`config.mk`:
```
export PLATFORM = sky130hd
export DESIGN_NAME = delay_tap_sequencer
export DESIGN_NICKNAME = d
export VERILOG_FILES = /design/src/rtl/delay_tap_sequencer.sv
export SDC_FILE = /design/constraint.sdc
export NUM_CORES = 1
export LEC_CHECK = 0
export ABC_AREA = 1
export BUFFER_PORTS_ARGS = -buffer_cell sky130_fd_sc_hd__buf_2
export CORE_MARGIN = 5
export CORE_UTILIZATION = 40
export CTS_CLUSTER_DIAMETER = 40
export CTS_CLUSTER_SIZE = 20
export DETAILED_ROUTE_END_ITERATION = 8
export MAX_ROUTING_LAYER = met4
export SYNTH_ARGS = -nofsm -noshare
export SYNTH_HDL_FRONTEND = slang
export SYNTH_SLANG_ARGS = --single-unit
```
`constraint.sdc`:
```
create_clock -name user_clk -period 5.8 [get_ports user_clk]
set_input_delay 0.29 -clock user_clk [delete_from_list [all_inputs] [get_ports user_clk]]
set_output_delay 0.29 -clock user_clk [all_outputs]
set_load 0.1 [all_outputs]
```
`src/rtl/delay_tap_sequencer.sv`:
```
// Steps per-lane IODELAY tap values toward a software-requested target, one CE
// pulse at a time, with a shared reset-all path and a software readback word.
module delay_tap_sequencer #(
    parameter int LANES    = 8,
    parameter int TAP_W    = 5,
    parameter int STEP_GAP = 4
) (
    input  logic             user_clk,
    input  logic             user_rst_n,
    input  logic [31:0]      cmd_word,
    output logic [LANES-1:0] dly_ce,
    output logic             dly_inc,
    output logic             dly_rst,
    output logic             busy,
    output logic [31:0]      status_out
);

    localparam int GW = $clog2(STEP_GAP + 1);

    typedef enum logic [2:0] {IDLE, DECODE, STEP, GAP, RSTALL, DONE} state_t;

    state_t state, next_state;

    logic             arm_q;
    logic             cmd_det;
    logic [3:0]       lane_q;
    logic [TAP_W-1:0] target_q;
    logic             rstall_q;
    logic             err;
    logic [7:0]       done_cnt;
    logic [3:0]       last_lane;
    logic [TAP_W-1:0] cur_tap [LANES];
    logic [GW-1:0]    gap_cnt;

    logic             lane_ok;
    logic [TAP_W-1:0] lane_tap;
    logic [TAP_W-1:0] last_tap;
    logic             step_go;
    logic [LANES-1:0] ce_d;
    logic             inc_d;
    logic             rst_d;
    logic             unused_cmd;

    assign cmd_det    = cmd_word[31] != arm_q;
    assign lane_ok    = 32'(lane_q) < LANES;
    assign unused_cmd = ^cmd_word;

    always_comb begin
        lane_tap = '0;
        last_tap = '0;
        for (int unsigned i = 0; i < LANES; i++) begin
            if (lane_q == 4'(i))
                lane_tap = cur_tap[i];
            if (last_lane == 4'(i))
                last_tap = cur_tap[i];
        end
    end

    always_ff @(posedge user_clk) begin
        if (!user_rst_n)
            state <= IDLE;
        else
            state <= next_state;
    end

    // cur_tap is already updated on entry to STEP, so reaching the target there
    // finishes the command without spending a trailing GAP.
    always_comb begin
        next_state = state;
        case (state)
            IDLE:    if (cmd_det) next_state = DECODE;
            DECODE: begin
                if (rstall_q)                next_state = RSTALL;
                else if (!lane_ok)           next_state = DONE;
                else if (target_q == lane_tap) next_state = DONE;
                else                         next_state = STEP;
            end
            STEP:    next_state = (lane_tap == target_q) ? DONE : GAP;
            GAP: begin
                if (gap_cnt == GW'(STEP_GAP - 1))
                    next_state = (lane_tap != target_q) ? STEP : DONE;
            end
            RSTALL:  next_state = DONE;
            DONE:    next_state = IDLE;
            default: next_state = IDLE;
        endcase
    end

    // Pulse outputs are decided from next_state so they appear registered in the
    // cycle the FSM occupies STEP or RSTALL.
    always_comb begin
        step_go = (next_state == STEP);
        rst_d   = (next_state == RSTALL);
        inc_d   = step_go ? (target_q > lane_tap) : dly_inc;
        ce_d    = '0;
        for (int unsigned i = 0; i < LANES; i++)
            if (lane_q == 4'(i))
                ce_d[i] = step_go;
    end

    always_ff @(posedge user_clk) begin
        if (!user_rst_n) begin
            arm_q     <= cmd_word[31];
            dly_ce    <= '0;
            dly_inc   <= 1'b0;
            dly_rst   <= 1'b0;
            busy      <= 1'b0;
            err       <= 1'b0;
            done_cnt  <= '0;
            last_lane <= '0;
            lane_q    <= '0;
            target_q  <= '0;
            rstall_q  <= 1'b0;
            gap_cnt   <= '0;
            for (int unsigned i = 0; i < LANES; i++)
                cur_tap[i] <= '0;
        end else begin
            arm_q   <= cmd_word[31];
            dly_ce  <= ce_d;
            dly_inc <= inc_d;
            dly_rst <= rst_d;

            if (cmd_det && state == IDLE) begin
                lane_q   <= cmd_word[19:16];
                target_q <= cmd_word[TAP_W-1:0];
                rstall_q <= cmd_word[23];
                busy     <= 1'b1;
                err      <= 1'b0;
            end else if (cmd_det) begin
                err <= 1'b1;
            end

            if (state == DECODE && !rstall_q && !lane_ok)
                err <= 1'b1;

            for (int unsigned i = 0; i < LANES; i++) begin
                if (rst_d)
                    cur_tap[i] <= '0;
                else if (step_go && lane_q == 4'(i))
                    cur_tap[i] <= inc_d ? cur_tap[i] + TAP_W'(1) : cur_tap[i] - TAP_W'(1);
            end

            gap_cnt <= (state == GAP) ? gap_cnt + GW'(1) : '0;

            if (state == DONE) begin
                busy     <= 1'b0;
                done_cnt <= done_cnt + 8'd1;
                if (!err)
                    last_lane <= lane_q;
            end
        end
    end

    assign status_out = {busy, err, 6'b0, done_cnt, 4'b0, last_lane, 3'b0, 5'(last_tap)};

endmodule
```
==> run metrics, run 1 <==
Detailed Route WL 12.3 mm; TritonCTS Buffers 9; Ant. Diodes 0; die height 122 um; overall routing resource usage 18.0%; worst min path class in2reg; Worst setup SP type register; Post-CTS Setup Inserts 0; clk buf depth 2; Max Freq 0.206 GHz; status completed; DRT Pass-1 Iters 5; most common cell after layout, fill and taps aside inv_1; CTS root buf clkbuf_16; Tcrit/Tclk final 83.9%; slew at the pin closest to its max-slew limit 531 ps; number of vias per cell 4.96; register area share after synthesis 40.4%; Clk Latency, worst-skew pair 350 ps; Post-Syn Area 5010 um^2; Power Density 638 nW/um^2; core area 12200 um^2; antenna violations before repair 0; Max VDD drop 0.000262 V; Cell variety after synth 39; Layout Utilization 46.2%; FP Rows 40; P&R area growth vs syn 12.3%; cell count after synthesis 638; commonest cells after routing, fill and taps aside inv_1 (106), nand2_1 (105), nor2_1 (93); Nets 757; Post-synth EDFFs 40; Setup TNS 0 ps; CP Class reg2reg; hold buffer count at cts 0; antenna-violating nets left 0; number of global-route vias before repair 4068; gpl congestion 0.973; largest net degree at the start of global routing 30; Top FF cell, synth dfxtp_1; fraction of layout cells with a size suffix above 1 10.0%; Syn Area/Cell 7.85 um^2; FF+latch count, synth 81; clk sink count 81; post-route DRC violation count 0; Critical Path End Type register; crit path time final 4860 ps; drt initial violations 267; final hold violations 0; reg2reg setup slack 940 ps; GRT overflow 0; YS warnings 0; Final Max Tran Viols 0; WL per Instance 14.4 um; post-route clock skew 7.82 ps; ys async rst share 0%; Post-CTS Resized 0; Worst-path clk slew 60 ps; CTS tree built; Ports 77; Slew headroom 64.3%; hpwl dp 9.27 mm; Port Buffers 42; Final setup viols 0; CP required 5890 ps; H-tree depth 3; RSZ-0062 raised after global routing false; max_cap viols 0; Pleak 0.00270 uW; Initial Util 41.2%; crit-path max FO 29; Vias 4245; first-pass GRT wire length 20.1 mm; die area 14900 um^2; crit path DAT 4960 ps; DIE WIDTH 122 um
## cell families (layout without fill, tap and decap cells)
group	Yosys count	after routing	share of synthesized area [%]
simple gates	269	269	23.1
buf+inv	128	166	10.9
fa+ha+maj	40	40	11.2
compound gates	102	102	11.4
xor+xnor	17	17	2.97
other cells	1	13	0.0749
flops	81	81	40.4
## metal layers
metal | vias up | track usage [%] | routed length [um] | share of wire [%]
met4 | 0 | 6.79 | 305 | 2.5
met3 | 25 | 4.04 | 530 | 4.3
met2 | 98 | 27.7 | 5690 | 46
li1 | 2155 | - | - | -
met5 | - | - | 0 | 0
met1 | 1967 | 23.2 | 5790 | 47
## cell type report
type	instances	area [um^2]
Clock buffer	15	279
Clock inverter	1	6.26
Fill cell	1223	6540
Inverter	107	402
Multi-Input combinational cell	441	2480
Sequential cell	81	2020
Tap cell	168	210
Timing Repair Buffer	43	218
## sequential cells by signal, indices dropped and copies added, names as in the netlist
name       flops
busy           1
dly_inc        1
gap_cnt        3
cur_tap       40
dly_ce         8
done_cnt       8
target_q       5
state          3
err            1
last_lane      4
rstall_q       1
lane_q         4
dly_rst        1
arm_q          1
## through the flow
step | power (uW) | instances | instance area [um^2] | worst slack (ps) | hold WS, ps
after floorplan | 2580 | 650 | 5050 | 1330 | 318
after detailed placement | 3030 | 840 | 5340 | 1010 | 430
after global placement | 2960 | 840 | 5340 | 1140 | 407
after CTS | 3600 | 856 | 5620 | 982 | 65.6
final | 3590 | 856 | 5620 | 936 | 72.6
after global routing | 3920 | 856 | 5620 | 489 | 70.6
## worst max-delay path, stage by stage, from the launching register on
cell	delay, ps
dfxtp_1	330
nor2_1	220
inv_1	60
nor2_1	360
nand2_1	110
nand3_1	100
o21ai_0	120
nand2_1	80
o21ai_0	100
ha_1	310
nand2_1	80
nor2_1	170
nand2_1	180
a21oi_1	290
nor2_4	100
nand2_1	100
nand2_2	170
nand2_1	130
buf_4	380
ha_1	350
nand2_1	100
a21oi_1	60
or2_2	280
xor2_1	200
inv_1	70
nand3_1	80
a21oi_1	70
## Yosys cell counts, drive strengths merged (3+ instances only)
library cell	count	area (um^2)
nand2	106	400
o21ai	37	185
o21bai	4	30.0
inv	107	402
nand4	12	75.1
clkbuf	3	11.3
nand3	36	190
nor2	95	367
o221ai	5	43.8
o22ai	7	43.8
xor2	17	149
a21oi	43	219
or2	7	43.8
edfxtp	40	1200
fa	8	160
nor3	7	40.0
dfxtp	41	821
nor3b	3	22.5
ha	32	400
buf	18	133
## power by group
part	internal (uW)	switching, uW
combinational	654	1480
clock	329	226
sequential	768	135
## final timing paths
| check | from | to | depth (start not counted) |
|---|---|---|---|
| min reg2reg | gap_cnt[0] | gap_cnt[0] | 1 |
| max | lane_q[3] | cur_tap[1][9] | 26 |
| min | cmd_word[31] | arm_q | 1 |
| max reg2reg | lane_q[3] | cur_tap[1][9] | 26 |
No activity file was read; power rests on OpenSTA's default activity.
==> run 2, diff against run 1 <==
Clock period 5.8 ns to 4.8 ns, I/O delays scaled along.
==> run 2 against run 1 <==
Against the previous run:
- power up 26%
- global-route usage up 0.54 points
- core utilization up 1.1 points
- final cell count up 0.82%
- critical path type unchanged
- combinational power up 27%
- register-to-register slack worse by 500 ps
- critical path depth up 3
==> run metrics, run 2 (synthesized netlist as in run 1, its figures left out) <==
status completed; hold buffer count at cts 0; GRT overflow 0; CP most frequent cell nand2_1; Worst-path clk slew 70 ps; P&R area growth vs syn 14.9%; Nets 764; post-route DRC violation count 0; Detailed Route WL 12.7 mm; WL per Instance 14.7 um; critical path's slowest cell fa_1; CTS root buf clkbuf_16; die height 122 um; drt initial violations 229; Power Density 788 nW/um^2; slew at the pin closest to its max-slew limit 555 ps; crit path DAT 4450 ps; TritonCTS Buffers 9; crit path time final 4360 ps; Critical Path End Type register; overall routing resource usage 18.5%; Max Freq 0.229 GHz; DIE WIDTH 122 um; hpwl dp 9.60 mm; Ports 77; antenna-violating nets left 0; DRT Pass-1 Iters 5; die area 14900 um^2; Ant. Diodes 0; Layout Utilization 47.3%; core area 12200 um^2; antenna violations before repair 0; Max VDD drop 0.000397 V; fill count 1225; post-route clock skew 9.84 ps; Clk Latency, worst-skew pair 350 ps; Worst setup SP type register; number of vias per cell 4.91; clk sink count 81; H-tree depth 3; Tcrit/Tclk final 90.9%; Slew headroom 62.7%; Initial Util 41.2%; Placed Area 5400 um^2; final hold violations 0; commonest cells after routing, fill and taps aside inv_1 (105), nand2_1 (101), nor2_1 (91); fraction of layout cells with a size suffix above 1 12.7%; Final setup viols 0; max reg flops 40; largest net degree at the start of global routing 27; Pleak 0.00277 uW; most common cell after layout, fill and taps aside inv_1; max_cap viols 0; clk buf depth 2; worst min path class in2reg; first-pass GRT wire length 20.7 mm; RSZ-0062 raised after global routing false; FP Rows 40; Vias 4234; gpl congestion 0.947; crit-path max FO 10; Port Buffers 42; CP Class reg2reg; hold slack 19.9 ps; most flop-heavy register cur_tap; number of global-route vias before repair 4215; Setup TNS 0 ps; Final Instance Area 5750 um^2; Final Max Tran Viols 0; Top Registers cur_tap (40), dly_ce (8), done_cnt (8); CP required 4890 ps; CTS tree built; CP max stage delay 390 ps
-- run 2: worst max-delay path: cells and delay by family (launching register included) --
family	cells	cell delay [ps]
adders and majority gates	2	700
xor gates and xnor gates	1	190
and+or+nand+nor	17	1880
AOI/OAI and AO/OA	5	430
buffers and inverters	4	520
DFF	1	370
-- run 2: repair_timing --
item	in CTS	in global routing
gates resized for setup	0	10
setup endpoints to repair	0	8
buffers inserted	0	0
-- run 2: stage by stage --
step | power (uW) | cells | setup WS, ps
after CTS | 4530 | 863 | 226
final | 4540 | 863 | 439
after floorplan | 3110 | 650 | 326
after global routing | 4950 | 863 | 35.6
after detailed placement | 3760 | 847 | 289
after global placement | 3670 | 847 | 326
-- run 2: worst paths after layout --
check	startpoint	slack, ps	cells past startpoint	to
worst min-delay path	cmd_word[31]	20	1	arm_q
worst max-delay path	lane_q[0]	440	29	cur_tap[1][9]
worst min register to register	gap_cnt[0]	420	1	gap_cnt[0]
worst max register to register	lane_q[0]	440	29	cur_tap[1][9]
-- run 2: metal layers --
| layer | vias up | GRT usage, % | share of wire, % |
|---|---|---|---|
| met1 | 1954 | 23.6 | 48 |
| met4 | 0 | 6.51 | 2.0 |
| met2 | 93 | 29.4 | 46 |
| met3 | 21 | 3.85 | 4.0 |
| met5 | - | - | 0 |
| li1 | 2166 | - | - |
-- run 2: area by class of cell --
class	instances	area (um^2)	share of cell area [%]
Multi-Input combinational cell	441	2510	43.6
Inverter	107	402	6.98
Clock inverter	3	23.8	0.413
Timing Repair Buffer	50	283	4.91
Clock buffer	13	304	5.28
Tap cell	168	210	3.65
Sequential cell	81	2020	35.1
-- run 2: power by group --
part	total, uW	switching (uW)	internal, uW
logic	2710	1840	864
clock network	745	296	449
registers	1080	157	928
total	4540	2300	2240
==> run 3, diff against run 2 <==
Settings changed: CORE_MARGIN 5 to 4, CORE_UTILIZATION 40 to 58, PLACE_DENSITY set to 0.81.
==> run 3 against run 2 <==
Against the previous run:
- via count increased by 4.3%
- wire length decreased by 6.4%
- sequential power about the same
- sequential cell count unchanged
- die area decreased by 31%
- critical endpoint is now cur_tap[1][4]
- global-route usage increased by 6.3 points
- sequential share of layout area increased by 1.5 points
- register-to-register slack got worse by 98 ps
- cell area decreased by 4.2%
- critical path type unchanged
- largest cell class unchanged
- core utilization increased by 19 points
- combinational power decreased by 1%
==> run metrics, run 3 (synthesized netlist as in run 1, its figures left out) <==
status completed; commonest cells after routing, fill and taps aside inv_1 (106), nand2_1 (102), nor2_1 (90); overall routing resource usage 24.9%; TritonCTS Buffers 9; antenna violations before repair 0; Max Freq 0.224 GHz; Final Max Tran Viols 0; die area 10200 um^2; core area 8300 um^2; Clock power frac 11.4%; Max VDD drop 0.000563 V; sequential power share 25.7%; Port Buffers 42; post-route clock skew 14.0 ps; Slew headroom 55.8%; clk sink count 81; CP required 4920 ps; die height 101 um; Layout Cells excl Fill 799; Clk Latency, worst-skew pair 370 ps; met2 GRT Util 38.8%; Power Density 769 nW/um^2; most common cell after layout, fill and taps aside inv_1; Worst setup SP type register; DIE WIDTH 101 um; final hold violations 0; number of vias per cell 5.53; CP max stage delay 430 ps; H-tree depth 3; DRT Pass-1 Iters 5; Nets 763; crit-path leading delay family simple AND/OR/NAND/NOR gates; fraction of layout cells with a size suffix above 1 12.4%; largest net degree at the start of global routing 27; Design Power 4240 uW; GRT overflow 0; drt initial violations 342; Tcrit/Tclk final 92.9%; Critical Path End Type register; crit path DAT 4580 ps; fill count 737; Initial Util 60.3%; max reg flops 40; global routing usage on met1 32.3%; WL per Instance 14.8 um; Cells after DPL 782; number of global-route vias before repair 4026; CP most frequent cell nand2_1; Final setup viols 0; most flop-heavy register cur_tap; Layout Utilization 66.4%; Detailed Route WL 11.8 mm; Ports 77; antenna-violating nets left 0; post-route DRC violation count 0; Int Power 1970 uW; CP Class reg2reg; Worst-path clk slew 90 ps; busiest grt layer met2; Sw Share 53.5%; critical path's slowest cell fa_1; FP Rows 33; crit-path max FO 6; Pleak 0.00269 uW; first-pass GRT wire length 19.2 mm; Vias 4418; worst path buffer plus inverter count 4; slew at the pin closest to its max-slew limit 658 ps; Psw 2270 uW; Ant. Diodes 0; CTS tree built; met3 Use GR 4.22%; clk buf depth 2; gpl congestion 0.943; hpwl dp 9.05 mm; crit path time final 4460 ps; Comb pwr share 62.9%; CTS root buf clkbuf_8; Top Registers cur_tap (40), dly_ce (8), done_cnt (8); worst min path class in2reg; max_cap viols 0; P&R area growth vs syn 10.1%
-- run 3: cell types whose count changed in the layout (fill, tap and decap cells not counted), moves of 2 or more --
cell,delta
inv_6,+3
o21ai_1,+2
clkbuf_16,-12
o21ai_0,-2
clkbuf_8,+9
-- run 3: final timing paths --
check | to | slack, ps | depth (start not counted) | from
worst max-delay path | cur_tap[1][4] | 340 | 29 | lane_q[0]
worst min-delay path | target_q[3] | 90 | 3 | cmd_word[3]
worst max register to register | cur_tap[1][4] | 340 | 29 | lane_q[0]
worst min register to register | gap_cnt[0] | 430 | 1 | gap_cnt[0]
-- run 3: per-layer routing --
metal,wire [um],up-vias
met4,314,0
met3,796,28
met2,5560,153
met1,5170,2068
met5,0,-
li1,-,2169
-- run 3: worst register-to-register path, delay by kind of cell, from the launching register on --
kind                     cells  cell delay, ps
AO/OA/AOI/OAI                5             490
adder cells (fa/ha/maj)      2             740
XOR/XNOR                     1             230
buffers and inverters        4             490
flip-flops                   1             380
AND/OR/NAND/NOR             17            1860
-- run 3: repair_timing --
item | CTS | global route
hold buffers | 1 | 0
endpoints found under the hold margin | 1 | 0
endpoints found under the setup margin | 0 | 8
buffers inserted | 0 | 0
resized for setup | 0 | 11
-- run 3: cell type report --
type / instances / area [um^2] / area share [%]
multi-input cells: 441 / 2510 / 45.5
flip-flops and latches: 81 / 2020 / 36.7
inverters: 107 / 402 / 7.29
repair buffers: 49 / 265 / 4.81
well taps: 105 / 131 / 2.38
clock buffers: 9 / 124 / 2.25
clock inverters: 7 / 57.6 / 1.04
-- run 3: through the flow --
stage / setup slack [ps] / setup TNS (ps) / cell area [um^2] / hold slack (ps)
6_report: 341 / 0 / 5510 / 89.3
5_1_grt: -34.6 / -34.6 / 5510 / 85.6
2_1_floorplan: 326 / 0 / 5050 / 268
3_5_place_dp: 334 / 0 / 5300 / 375
4_1_cts: 288 / 0 / 5490 / 85.7
3_3_place_gp: 415 / 0 / 5300 / 371
-- run 3: power groups by stage --
stage / combinational, uW / sequential (uW) / clock [uW]
2_1_floorplan: 1950 / 1160 / 0
3_3_place_gp: 2500 / 1090 / 0
3_5_place_dp: 2600 / 1100 / 0
4_1_cts: 2620 / 1090 / 487
5_1_grt: 2970 / 1110 / 522
6_report: 2670 / 1090 / 484
